**src/rtl/ifetch_pkg.sv**
```systemverilog
// Shared types for the instruction-fetch sequencer: FSM states and the
// prefetch FIFO entry layout.
package ifetch_pkg;

    localparam int unsigned INSTR_W = 32;
    localparam logic [31:0] PC_STEP = 32'd4;

    typedef enum logic [1:0] {
        IDLE   = 2'd0,
        RUN    = 2'd1,
        HALTED = 2'd2
    } state_t;

    typedef struct packed {
        logic [31:0]        pc;
        logic [INSTR_W-1:0] instr;
    } fetch_entry_t;

endpackage

```
**src/rtl/ifetch_ctrl_fifo.sv**
```systemverilog
// Prefetch FIFO holding {pc, instr} pairs; head is read straight from the
// registered storage. Flush empties it and wins over push/pop.
module fetch_fifo
    import ifetch_pkg::*;
#(
    parameter int unsigned DEPTH = 2
) (
    input  logic         clk,
    input  logic         reset,
    input  logic         i_push,
    input  logic         i_pop,
    input  logic         i_flush,
    input  fetch_entry_t i_din,
    output fetch_entry_t o_head,
    output logic         o_full,
    output logic         o_empty
);

    localparam int unsigned AW = $clog2(DEPTH);

    fetch_entry_t r_mem [DEPTH];
    logic [AW:0]  r_wr_ptr;
    logic [AW:0]  r_rd_ptr;
    logic         w_do_push;
    logic         w_do_pop;

    // Extra pointer MSB distinguishes full from empty when the indices match.
    assign o_empty   = (r_wr_ptr == r_rd_ptr);
    assign o_full    = (r_wr_ptr[AW] != r_rd_ptr[AW]) &&
                       (r_wr_ptr[AW-1:0] == r_rd_ptr[AW-1:0]);
    assign w_do_pop  = i_pop && !o_empty;
    assign w_do_push = i_push && (!o_full || w_do_pop);
    assign o_head    = r_mem[r_rd_ptr[AW-1:0]];

    always_ff @(posedge clk or posedge reset) begin
        if (reset) begin
            r_wr_ptr <= '0;
            r_rd_ptr <= '0;
            for (int unsigned i = 0; i < DEPTH; i++) begin
                r_mem[i] <= '0;
            end
        end else if (i_flush) begin
            r_wr_ptr <= '0;
            r_rd_ptr <= '0;
        end else begin
            if (w_do_push) begin
                r_mem[r_wr_ptr[AW-1:0]] <= i_din;
                r_wr_ptr                <= r_wr_ptr + (AW+1)'(1);
            end
            if (w_do_pop) begin
                r_rd_ptr <= r_rd_ptr + (AW+1)'(1);
            end
        end
    end

endmodule

```
**src/rtl/ifetch_ctrl.sv**
```systemverilog
// Instruction-fetch sequencer: owns the PC, drives the imem word address,
// buffers fetched instructions and hands them to decode over valid/ready.
module ifetch_ctrl
    import ifetch_pkg::*;
#(
    parameter int unsigned DWIDTH   = 32,
    parameter int unsigned AWIDTH   = 6,
    parameter int unsigned DEPTH    = 2,
    parameter logic [31:0] RESET_PC = 32'h0
) (
    input  logic              clk,
    input  logic              reset,
    input  logic              start,
    input  logic              halt,
    input  logic              redirect_valid,
    input  logic [31:0]       redirect_pc,
    output logic [31:0]       imem_addr,
    input  logic [DWIDTH-1:0] imem_instr,
    output logic              out_valid,
    input  logic              out_ready,
    output logic [DWIDTH-1:0] out_instr,
    output logic [31:0]       out_pc,
    output logic [1:0]        state_o,
    output logic              misalign_err
);

    state_t       r_state;
    state_t       w_next_state;
    logic [31:0]  r_pc;
    logic         r_misalign;
    logic         w_push;
    logic         w_pop;
    logic         w_full;
    logic         w_empty;
    fetch_entry_t w_din;
    fetch_entry_t w_head;

    assign w_pop  = out_valid && out_ready;
    // halt suspends fetching immediately, even in the cycle before HALTED.
    assign w_push = (r_state == RUN) && !halt && !redirect_valid &&
                    (!w_full || w_pop);

    assign w_din.pc    = r_pc;
    assign w_din.instr = imem_instr;

    fetch_fifo #(.DEPTH(DEPTH)) u_fifo (
        .clk     (clk),
        .reset   (reset),
        .i_push  (w_push),
        .i_pop   (w_pop),
        .i_flush (redirect_valid),
        .i_din   (w_din),
        .o_head  (w_head),
        .o_full  (w_full),
        .o_empty (w_empty)
    );

    always_comb begin
        w_next_state = r_state;
        if (redirect_valid) begin
            // A redirect keeps the state, except that a concurrent halt parks us.
            if (halt && r_state != IDLE) begin
                w_next_state = HALTED;
            end
        end else begin
            unique case (r_state)
                IDLE:    if (start && !halt) w_next_state = RUN;
                RUN:     if (halt)           w_next_state = HALTED;
                HALTED:  if (!halt)          w_next_state = RUN;
                default:                     w_next_state = IDLE;
            endcase
        end
    end

    always_ff @(posedge clk or posedge reset) begin
        if (reset) begin
            r_state    <= IDLE;
            r_pc       <= RESET_PC;
            r_misalign <= 1'b0;
        end else begin
            r_state <= w_next_state;
            if (redirect_valid) begin
                r_pc <= {redirect_pc[31:2], 2'b00};
                if (redirect_pc[1:0] != 2'b00) begin
                    r_misalign <= 1'b1;
                end
            end else if (w_push) begin
                r_pc <= r_pc + PC_STEP;
            end
        end
    end

    assign imem_addr    = {{(32-AWIDTH){1'b0}}, r_pc[AWIDTH+1:2]};
    assign out_valid    = !w_empty;
    assign out_instr    = w_head.instr;
    assign out_pc       = w_head.pc;
    assign state_o      = r_state;
    assign misalign_err = r_misalign;

endmodule

```
**config.mk**
```make
export PLATFORM = sky130hd
export DESIGN_NAME = ifetch_ctrl
export DESIGN_NICKNAME = d
export VERILOG_FILES = /design/src/rtl/ifetch_pkg.sv /design/src/rtl/ifetch_ctrl_fifo.sv /design/src/rtl/ifetch_ctrl.sv
export SDC_FILE = /design/constraint.sdc
export NUM_CORES = 1
export LEC_CHECK = 0
export CELL_PAD_IN_SITES_DETAIL_PLACEMENT = 1
export CELL_PAD_IN_SITES_GLOBAL_PLACEMENT = 2
export CORE_MARGIN = 5
export CORE_UTILIZATION = 25
export CTS_CLUSTER_DIAMETER = 100
export DETAILED_ROUTE_END_ITERATION = 10
export HOLD_SLACK_MARGIN = 0.05
export PLACE_DENSITY_LB_ADDON = 0.1
export SKIP_LAST_GASP = 1
export SYNTH_ARGS = -nofsm -noshare
export SYNTH_HDL_FRONTEND = slang
export SYNTH_SLANG_ARGS = --single-unit
export TNS_END_PERCENT = 30
```
**constraint.sdc**
```tcl
create_clock -name clk -period 6.4 [get_ports clk]
set_input_delay 1.28 -clock clk [delete_from_list [all_inputs] [get_ports clk]]
set_output_delay 1.28 -clock clk [all_outputs]
set_load 0.01 [all_outputs]
```
==> results of run 1 <==
kinds of logic (layout without fill, tap and decap cells):
| logic type | after synthesis | count (layout) | synth area share [%] |
|---|---|---|---|
| mux | 187 | 187 | 26.4 |
| flops | 161 | 161 | 50.6 |
| simple gates | 138 | 138 | 9.76 |
| buf+inv | 82 | 187 | 6.24 |
| compound gates | 65 | 65 | 5.69 |
| xor+xnor | 9 | 9 | 1.08 |
| fa+ha+maj | 1 | 1 | 0.157 |
| other cells | 1 | 29 | 0.0471 |
critical path, stage by stage, from the launching register on:
cell and delay, ps:
sky130_fd_sc_hd__dfrtp_4 1150, sky130_fd_sc_hd__xor2_2 360, sky130_fd_sc_hd__or2_2 390, sky130_fd_sc_hd__clkdlybuf4s50_1 550
path summary, 6_finish.rpt:
| check | start | endpoint | slack (ps) |
|---|---|---|---|
| min | misalign_err | misalign_err | 470 |
| min in group asynchronous | reset | u_fifo.r_mem[27] | 1250 |
| max | u_fifo.r_rd_ptr[0] | out_valid | 2250 |
| max in group asynchronous | reset | u_fifo.r_mem[71] | 3970 |
| min reg2reg | misalign_err | misalign_err | 470 |
| max reg2reg | u_fifo.r_rd_ptr[0] | u_fifo.r_mem[127] | 2900 |
sequential cells by signal, indices dropped and copies added (netlist names):
| name | flops |
|---|---|
| r_pc | 30 |
| misalign_err | 1 |
| u_fifo.r_mem | 124 |
| u_fifo.r_rd_ptr | 2 |
| u_fifo.r_wr_ptr | 2 |
| state_o | 2 |
metal layers:
metal | routed length (um) | GRT usage (%)
met2 | 11400 | 22.3
met3 | 1270 | 4.35
met5 | 13 | 0
met4 | 232 | 3.20
met1 | 9640 | 15.4
power by group:
group	total, mW	internal (mW)	switching, mW
clock network	1.04	0.564	0.473
registers	1.47	1.28	0.185
logic	1.14	0.708	0.432
placed cells by master, fill, tap and decap left out, drive strengths merged, types with 9 or more instances in the layout:
cell / n
nand3: 23
a31oi: 14
o21ai: 16
clkbuf: 19
o31ai: 14
mux2: 182
conb: 28
clkdlybuf4s50: 140
inv: 14
dfrtp: 161
nand2: 21
buf: 9
nand4: 16
nor2: 22
or4: 20
area by class of cell:
class                      instances  area (sq um)
tap                              402           503
timing repair buffer             149          1470
sequential                       161          4030
multi-input combinational        428          3560
antenna                            1          2.50
fill                            3384         21300
inverter                           6          27.5
clock inverter                    13           143
clock buffer                      19           443
stage by stage:
step	utilization [%]	hold WS [ps]	cells	setup slack [ps]
6_report	32.3	467	1179	2250
5_1_grt	32.3	497	1178	2050
4_1_cts	32.3	474	1178	2130
3_5_place_dp	30.5	458	1146	2380
3_3_place_gp	30.5	459	1146	2450
2_1_floorplan	-	444	671	772
==> out/metrics.json, run 1 <==
{
  "drc": 0,
  "postSynth.asyncResetShare_pct": 100,
  "antenna_found_initial": 1,
  "clk-insertion-delay-late_ps": 440,
  "cts_tree": "built",
  "core_region_area_sq_mm": 0.0315,
  "numCtsBuffers": 17,
  "synth.yosys.seq_area_share_pct": 50.6,
  "i_o_pins": 170,
  "cts_buffer_depth": 2,
  "end_kind": "primary output",
  "synth.top_cells.by_area": "sky130_fd_sc_hd__dfrtp_1 51%, sky130_fd_sc_hd__mux2_2 17%, sky130_fd_sc_hd__mux2_1 8.5%, sky130_fd_sc_hd__buf_4 3.2%, sky130_fd_sc_hd__or4_1 1.9%",
  "layout_worst_path_cycle_share_pct": 64.9,
  "grt_overflow_total": 0,
  "result_of_the_run": "completed",
  "grt_max_degree": 66,
  "synth_top_cells_by_count": "161 x sky130_fd_sc_hd__dfrtp_1, 122 x sky130_fd_sc_hd__mux2_2, 60 x sky130_fd_sc_hd__mux2_1",
  "power-per-cell-area_mw_per_mm2": 358,
  "tightestPinTransition_ps": 1080,
  "floorplan.die_area_sq_mm": 0.0355,
  "gr-usage-all-layers_pct": 12.9,
  "timing.setup.tns_ps": 0,
  "worstRegToRegCells": 5,
  "yosysWarnings": 0,
  "hold_violations": 0,
  "place.port_buffers": 141,
  "first_pass_iters": 4,
  "yosysTopAreaCellShare_pct": 50.6,
  "postCtsHoldBufs": 0,
  "detail_route.wl_per_cell_um": 19.2,
  "first_global_vias": 6178,
  "setup_repair_after_global_routing_missed_its_margin": "no",
  "final_slew_violations": 0,
  "worst_clock_skew_ps": 18.2,
  "arrival_ps": 2870,
  "period_needed_ps": 4150,
  "ant_nets": 0,
  "critical_path_fanout_max": 65,
  "dr_total_vias": 5475,
  "post_route_standard_cell_area_excluding_fillers_sq_mm": 0.0102,
  "area_after_dpl_sq_mm": 0.00959,
  "most_frequently_used_flop_master_after_synthesis": "sky130_fd_sc_hd__dfrtp_1",
  "max_cap_violations": 0,
  "library_cell_with_the_highest_instance_count_after_synthesis": "sky130_fd_sc_hd__dfrtp_1",
  "number_of_storage_elements_in_the_synthesis_netlist": 161,
  "cts_max_level": 4,
  "criticalPathCategory": "reg -> out",
  "finalWeightedCongestion": 0.737,
  "cts_resized": 0,
  "min-delay-path-class": "reg -> reg",
  "number_of_buffers_inserted_by_post_cts_setup_repair": 0,
  "initial_utilization_pct": 25.3,
  "post-layout-total-power_mw": 3.64,
  "detailedPlacementHpwl_mm": 15.3,
  "max-vdd-ir-drop_mv": 0.178,
  "post-synth-top-area-cell": "sky130_fd_sc_hd__dfrtp_1",
  "achievable_freq_ghz": 0.241,
  "postSynthAreaPerCell_sq_um": 12.4,
  "chipWidth_um": 188,
  "first_pass_grt_wire_length_mm": 36.0,
  "layout-area-overhead-vs-synth_pct": 27.8,
  "rows": 65,
  "ys_types": 49,
  "critPathRequiredTime_ps": 5120,
  "cts_root_buffer": "sky130_fd_sc_hd__clkbuf_16",
  "drt_iter0_drc": 202,
  "post_synth_inst_count": 644,
  "cts.reportedPaths.clkPinSlew_ps": 70,
  "drt-total-wl_mm": 22.6,
  "die-height_um": 188,
  "synth_edf_count": 0,
  "finish.net_count": 834,
  "avgViaCountPerCell": 4.64,
  "clock_sinks": 161,
  "worst_setup_path_start_kind": "flip-flop",
  "holdPathStages": 1,
  "drive_above_1_share_pct": 22.3,
  "power_leakage_nw": 4.25,
  "report.final.setup_viol": 0,
  "slew_headroom_pct": 28.0,
  "syn-cell-area_sq_mm": 0.00796
}
(Power assumes the default switching activity.)
==> run 2: changes to the inputs <==
Clock period 6.4 ns to 3.78 ns, I/O delays scaled along.
==> run 2 against run 1 <==
Compared with the run above: combinational power is 72% higher; critical path type unchanged; clock skew shrank 4.1 ps; cell area up 0.77%; setup slack got worse by 1700 ps; hold slack gained 10 ps; non-clock buffer count increased by 3; power is 70% higher.
==> out/metrics.json, run 2 (same netlist as run 1, synthesis figures left out) <==
{
  "cts_root_buffer": "sky130_fd_sc_hd__clkbuf_16",
  "rows": {"value": 65, "change": "unchanged"},
  "first_pass_grt_wire_length": {"value": 36.3, "unit": "mm", "change": "+0.69%"},
  "area_after_dpl": {"value": 0.00964, "unit": "sq mm", "change": "+0.61%"},
  "final_slew_violations": {"value": 0, "change": "unchanged"},
  "critical_path_fanout_max": {"value": 31, "change": "-52%"},
  "critical_path_depth": {"value": 3, "change": "unchanged"},
  "finish.net_count": {"value": 837, "change": "+0.36%"},
  "wl_met3": {"value": 1.40, "unit": "mm", "change": "+9.8%"},
  "period_needed_ps": 3250,
  "report.final.setup_viol": {"value": 0, "change": "unchanged"},
  "cp_slowest_cell": "sky130_fd_sc_hd__dfrtp_4",
  "clock_sinks": {"value": 161, "change": "unchanged"},
  "reg2reg_to": "u_fifo.r_mem[127]",
  "m1WireLength": {"value": 9.79, "unit": "mm", "change": "+1.6%"},
  "detailedPlacementHpwl": {"value": 15.7, "unit": "mm", "change": "+2.2%"},
  "tightestPinTransition": {"value": 1040, "unit": "ps", "change": "-44.3 ps"},
  "final_cell_mix": "160 x sky130_fd_sc_hd__dfrtp_1, 140 x sky130_fd_sc_hd__clkdlybuf4s50_1, 122 x sky130_fd_sc_hd__mux2_2",
  "layout_commonest_cell": "sky130_fd_sc_hd__dfrtp_1",
  "detail_route.wl_per_cell": {"value": 19.2, "unit": "um", "change": "+0.22%"},
  "ant_nets": {"value": 0, "change": "unchanged"},
  "layout-area-overhead-vs-synth_pct": 28.8,
  "drt-total-wl": {"value": 22.7, "unit": "mm", "change": "+0.48%"},
  "max_cap_violations": {"value": 0, "change": "unchanged"},
  "cts_tree": "built",
  "cts_resized": {"value": 0, "change": "unchanged"},
  "max-vdd-ir-drop": {"value": 0.256, "unit": "mV", "change": "+44%"},
  "first_pass_iters": {"value": 4, "change": "unchanged"},
  "critical_path.reg2reg.startpoint": "u_fifo.r_rd_ptr[0]",
  "chipWidth": {"value": 188, "unit": "um", "change": "unchanged"},
  "fill_cell_count": {"value": 3406, "change": "+0.65%"},
  "cts_buffer_depth": {"value": 2, "change": "unchanged"},
  "floorplan.die_area": {"value": 0.0355, "unit": "sq mm", "change": "unchanged"},
  "i_o_pins": {"value": 170, "change": "unchanged"},
  "finalWeightedCongestion": {"value": 0.721, "change": "-2.2%"},
  "worstSetupEndpoint": "out_instr[17]",
  "result_of_the_run": "completed",
  "numCtsBuffers": {"value": 17, "change": "unchanged"},
  "core_region_area": {"value": 0.0315, "unit": "sq mm", "change": "unchanged"},
  "setup_repair_after_global_routing_missed_its_margin": "no",
  "criticalPathCategory": "reg -> out",
  "metal2_wl": {"value": 11.1, "unit": "mm", "change": "-2.6%"},
  "power_leakage": {"value": 4.28, "unit": "nW", "change": "+0.83%"},
  "critPathRequiredTime": {"value": 3020, "unit": "ps", "change": "-2100 ps"},
  "critical_path.top_delay_family": "buffers and inverters",
  "postCtsHoldBufs": {"value": 0, "change": "unchanged"},
  "worst_setup_path_startpoint": "u_fifo.r_rd_ptr[0]",
  "initial_utilization": {"value": 25.3, "unit": "%", "change": "unchanged"},
  "antenna_found_initial": {"value": 1, "change": "unchanged"},
  "drc": {"value": 0, "change": "unchanged"},
  "place.port_buffers": {"value": 141, "change": "unchanged"},
  "layout_worst_path_cycle_share_pct": 86.0,
  "power-per-cell-area": {"value": 606, "unit": "mW/mm^2", "change": "+69%"},
  "first_global_vias": {"value": 6307, "change": "+2.1%"},
  "worst_clock_skew": {"value": 14.1, "unit": "ps", "change": "-4.15 ps"},
  "critical_path.cell_chain": "buf_4 > mux2_2 > clkdlybuf4s50_1",
  "worstRegToRegCells": {"value": 4, "change": "-1"},
  "max_flop_register": "u_fifo.r_mem",
  "post_route_standard_cell_area_excluding_fillers": {"value": 0.0103, "unit": "sq mm", "change": "+0.77%"},
  "avgViaCountPerCell": {"value": 4.67, "change": "+0.64%"},
  "grt_overflow_total": {"value": 0, "change": "unchanged"},
  "cts_max_level": {"value": 4, "change": "unchanged"},
  "dr_total_vias": {"value": 5524, "change": "+0.89%"},
  "die-height": {"value": 188, "unit": "um", "change": "unchanged"},
  "number_of_buffers_inserted_by_post_cts_setup_repair": {"value": 0, "change": "unchanged"},
  "largest_register_ffs": {"value": 124, "change": "unchanged"},
  "cts.reportedPaths.clkPinSlew": {"value": 70, "unit": "ps", "change": "about the same"},
  "drive_above_1_share": {"value": 22.7, "unit": "%", "change": "+0.43 points"},
  "path_buf_inv": {"value": 2, "change": "+1"},
  "hold_violations": {"value": 0, "change": "unchanged"},
  "gr-usage-all-layers": {"value": 13.0, "unit": "%", "change": "+0.093 points"},
  "drt_iter0_drc": {"value": 182, "change": "-9.9%"},
  "largestRegisters": "u_fifo.r_mem (124), r_pc (30)",
  "setup_slack_on_the_worst_flop_to_flop_path": {"value": 1010, "unit": "ps", "change": "-1890 ps"},
  "end_kind": "primary output",
  "worst_setup_path_start_kind": "flip-flop",
  "critPathMaxStageDelay": {"value": 780, "unit": "ps", "change": "-370 ps"},
  "timing.setup.tns": {"value": 0, "unit": "ps", "change": "unchanged"},
  "achievable_freq_ghz": 0.308,
  "top_layer_used": "met5",
  "grt_max_degree": {"value": 63, "change": "-4.5%"},
  "min-delay-path-class": "reg -> reg",
  "slew_headroom": {"value": 31.0, "unit": "%", "change": "+3.0 points"},
  "arrival": {"value": 2490, "unit": "ps", "change": "-380 ps"},
  "clk-insertion-delay-late": {"value": 430, "unit": "ps", "change": "about the same"}
}
[run 2: worst register-to-register path, stage by stage, from the launching register on]
cell	delay, ps
sky130_fd_sc_hd__dfrtp_4	780
sky130_fd_sc_hd__xor2_2	280
sky130_fd_sc_hd__o31ai_2	290
sky130_fd_sc_hd__or3_4	870
sky130_fd_sc_hd__mux2_2	440
[run 2: how the worst min path moves through the flow]
stage	start	endpoint	cells past startpoint
3_5_place_dp	misalign_err	misalign_err	1
3_3_place_gp	misalign_err	misalign_err	1
5_1_grt	u_fifo.r_mem[126]	u_fifo.r_mem[126]	1
4_1_cts	misalign_err	misalign_err	1
6_report	misalign_err	misalign_err	1
2_1_floorplan	u_fifo.r_mem[36]	u_fifo.r_mem[36]	2
[run 2: stage by stage]
stage	worst slack, ps	std cells	hold slack [ps]	power [mW]	util [%]
floorplan	981	671	444	3.45	-
detailed placement	428	1149	460	4.50	30.6
finish	529	1182	477	6.21	32.6
global route	364	1181	495	6.59	32.6
global placement	529	1149	456	4.43	30.6
CTS	435	1181	480	6.35	32.6
[run 2: metal layers]
metal	global-route usage (%)	vias to the layer above
met4	3.78	2
met5	0	-
li1	-	2543
met2	22.0	131
met3	4.33	21
met1	15.7	2827
[run 2: power by group]
part / switching, mW / internal (mW)
logic: 0.754 / 1.21
clock network: 0.779 / 1.01
registers: 0.285 / 2.17
total: 1.82 / 4.39
[run 2: layout make-up]
| cell class | instances | area [sq um] | area share, % |
|---|---|---|---|
| Sequential cell | 161 | 4030 | 39.3 |
| Multi-Input combinational cell | 428 | 3560 | 34.7 |
| Timing Repair Buffer | 152 | 1530 | 14.9 |
| Inverter | 6 | 26.3 | 0.256 |
| Clock buffer | 18 | 439 | 4.28 |
| Clock inverter | 14 | 166 | 1.62 |
| Antenna cell | 1 | 2.50 | 0.0244 |
| Tap cell | 402 | 503 | 4.91 |
==> run 3: changes to the inputs <==
Settings changed: CORE_UTILIZATION 25 to 30, DONT_BUFFER_PORTS set to 1.
==> run 3 against run 2 <==
Compared with the run above: via count fell by 8.6%; non-clock buffer count fell by 143; cell area down 15%; largest power group unchanged; die area fell by 16%; critical path type unchanged.
==> out/metrics.json, run 3 (same netlist as run 1, synthesis figures left out) <==
{
  "final_slew_violations": {"value": 0, "change": "unchanged"},
  "layout_commonest_cell": "sky130_fd_sc_hd__dfrtp_1",
  "report.final.setup_viol": {"value": 0, "change": "unchanged"},
  "layout-area-overhead-vs-synth_pct": 9.78,
  "critPathMaxStageDelay": {"value": 760, "unit": "ps", "change": "-20 ps"},
  "slew_headroom": {"value": 32.1, "unit": "%", "change": "+1.1 points"},
  "cts_root_buffer": "sky130_fd_sc_hd__clkbuf_16",
  "dr_total_vias": {"value": 5049, "change": "-8.6%"},
  "cp_slowest_cell": "sky130_fd_sc_hd__dfrtp_4",
  "antenna_found_initial": {"value": 2, "change": "+1"},
  "postCtsHoldBufs": {"value": 0, "change": "unchanged"},
  "critical_path.cell_chain": "buf_4 > mux2_2",
  "cts_tree": "built",
  "largest_register_ffs": {"value": 124, "change": "unchanged"},
  "critPathRequiredTime": {"value": 3020, "unit": "ps", "change": "about the same"},
  "power_leakage": {"value": 3.72, "unit": "nW", "change": "-13%"},
  "max_flop_register": "u_fifo.r_mem",
  "setup_slack_on_the_worst_flop_to_flop_path": {"value": 1050, "unit": "ps", "change": "+40 ps"},
  "i_o_pins": {"value": 170, "change": "unchanged"},
  "place.port_buffers": {"value": 0, "change": "-100%"},
  "tightestPinTransition": {"value": 1020, "unit": "ps", "change": "-15.9 ps"},
  "layout.core_utilization": {"value": 33.5, "unit": "%", "change": "+0.95 points"},
  "post-layout-total-power": {"value": 5.50, "unit": "mW", "change": "-11%"},
  "max-vdd-ir-drop": {"value": 0.228, "unit": "mV", "change": "-11%"},
  "arrival": {"value": 2210, "unit": "ps", "change": "-280 ps"},
  "achievable_freq": {"value": 0.337, "unit": "GHz", "change": "+9.5%"},
  "number_of_buffers_inserted_by_post_cts_setup_repair": {"value": 0, "change": "unchanged"},
  "min-delay-path-class": "in -> async",
  "chipWidth": {"value": 173, "unit": "um", "change": "-8.3%"},
  "setup_repair_after_global_routing_missed_its_margin": "no",
  "detail_route.wl_per_cell": {"value": 21.6, "unit": "um", "change": "+13%"},
  "final_cell_mix": "160 x sky130_fd_sc_hd__dfrtp_1, 122 x sky130_fd_sc_hd__mux2_2, 60 x sky130_fd_sc_hd__mux2_1",
  "worst_clock_skew": {"value": 10.9, "unit": "ps", "change": "-3.18 ps"},
  "period_needed": {"value": 2970, "unit": "ps", "change": "-282 ps"},
  "drive_above_1_share": {"value": 27.2, "unit": "%", "change": "+4.5 points"},
  "dpl_worst_slack": {"value": 967, "unit": "ps", "change": "+539 ps"},
  "drt_iter0_drc": {"value": 138, "change": "-24%"},
  "path_buf_inv": {"value": 1, "change": "-1"},
  "finalWeightedCongestion": {"value": 0.745, "change": "+3.3%"},
  "die-height": {"value": 173, "unit": "um", "change": "-8.3%"},
  "cts_buffer_depth": {"value": 2, "change": "unchanged"},
  "result_of_the_run": "completed",
  "drt-total-wl": {"value": 21.0, "unit": "mm", "change": "-7.4%"},
  "numCtsBuffers": {"value": 17, "change": "unchanged"},
  "clock_sinks": {"value": 161, "change": "unchanged"},
  "cts.reportedPaths.clkPinSlew": {"value": 70, "unit": "ps", "change": "about the same"},
  "first_global_vias": {"value": 5553, "change": "-12%"},
  "cts_max_level": {"value": 4, "change": "unchanged"},
  "power-per-cell-area": {"value": 630, "unit": "mW/mm^2", "change": "+4.0%"},
  "end_kind": "primary output",
  "clk-insertion-delay-late": {"value": 420, "unit": "ps", "change": "about the same"},
  "layout_worst_path_cycle_share": {"value": 78.5, "unit": "%", "change": "-7.5 points"},
  "worst_slack": {"value": 811, "unit": "ps", "change": "+282 ps"},
  "initial_utilization": {"value": 30.5, "unit": "%", "change": "+5.3 points"},
  "drc": {"value": 0, "change": "unchanged"},
  "max_cap_violations": {"value": 0, "change": "unchanged"},
  "smallest_hold_slack": {"value": 347, "unit": "ps", "change": "-130 ps"},
  "grt_max_degree": {"value": 71, "change": "+13%"},
  "gr-usage-all-layers": {"value": 14.1, "unit": "%", "change": "+1.1 points"},
  "grt_overflow_total": {"value": 0, "change": "unchanged"},
  "avgViaCountPerCell": {"value": 5.19, "change": "+11%"},
  "rows": {"value": 59, "change": "-9.2%"},
  "critical_path_fanout_max": {"value": 36, "change": "+16%"},
  "ant_nets": {"value": 0, "change": "unchanged"},
  "first_pass_grt_wire_length": {"value": 33.4, "unit": "mm", "change": "-7.9%"},
  "fill_cell_count": {"value": 2769, "change": "-19%"},
  "largestRegisters": "u_fifo.r_mem (124), r_pc (30)",
  "worst_setup_path_start_kind": "flip-flop",
  "cts_resized": {"value": 0, "change": "unchanged"},
  "finish.net_count": {"value": 694, "change": "-17%"},
  "floorplan.die_area": {"value": 0.0299, "unit": "sq mm", "change": "-16%"},
  "first_pass_iters": {"value": 4, "change": "unchanged"},
  "criticalPathCategory": "reg -> out",
  "critical_path.top_delay_family": "flip-flops",
  "timing.setup.tns": {"value": 0, "unit": "ps", "change": "unchanged"},
  "hold_violations": {"value": 0, "change": "unchanged"},
  "detailedPlacementHpwl": {"value": 14.3, "unit": "mm", "change": "-8.6%"},
  "core_region_area": {"value": 0.0261, "unit": "sq mm", "change": "-17%"}
}
## run 3: cell types whose count changed in the layout (fill, tap and decap cells not counted), sizes merged
cell | before | now
clkinv | 4 | 3
bufinv | 2 | 3
inv | 11 | 10
buf | 12 | 9
clkbuf | 18 | 19
diode | 1 | 2
clkdlybuf4s50 | 140 | 0
## run 3: through the flow
step | cells | instance area (sq um)
6_report | 973 | 8740
5_1_grt | 973 | 8740
4_1_cts | 971 | 8730
3_5_place_dp | 939 | 8110
3_3_place_gp | 939 | 8110
2_1_floorplan | 671 | 8060
## run 3: final timing paths
check	startpoint	endpoint	cells after the start
max reg2reg	u_fifo.r_rd_ptr[0]	u_fifo.r_mem[95]	4
min reg2reg	u_fifo.r_mem[58]	u_fifo.r_mem[58]	2
min	reset	u_fifo.r_mem[87]	1
max	u_fifo.r_rd_ptr[0]	out_pc[4]	2
min in group clk	redirect_valid	u_fifo.r_rd_ptr[0]	1
max in group asynchronous	reset	u_fifo.r_mem[36]	2
## run 3: cell type report
class                      count  area [sq um]  area share [%]
antenna                        2          5.00          0.0573
clock inverter                13           174            1.99
multi-input combinational    428          3560            40.7
sequential                   161          4030            46.2
clock buffer                  19           443            5.07
tap                          335           419            4.80
timing repair buffer           9          80.1           0.917
inverter                       6          26.3           0.301
## run 3: per-layer routing
| layer | vias up | part of all wire [%] | routed length [um] | global-route usage (%) |
|---|---|---|---|---|
| met1 | 2653 | 41 | 8700 | 16.6 |
| met5 | - | 0 | 0 | 0 |
| li1 | 2263 | - | - | - |
| met4 | 0 | 1.3 | 277 | 4.19 |
| met3 | 19 | 7.2 | 1520 | 5.46 |
| met2 | 114 | 50 | 10500 | 23.8 |
## run 3: report_power, final
group          switching [mW]  internal (mW)
logic                   0.617          0.581
clock network           0.763           1.07
registers               0.295           2.17
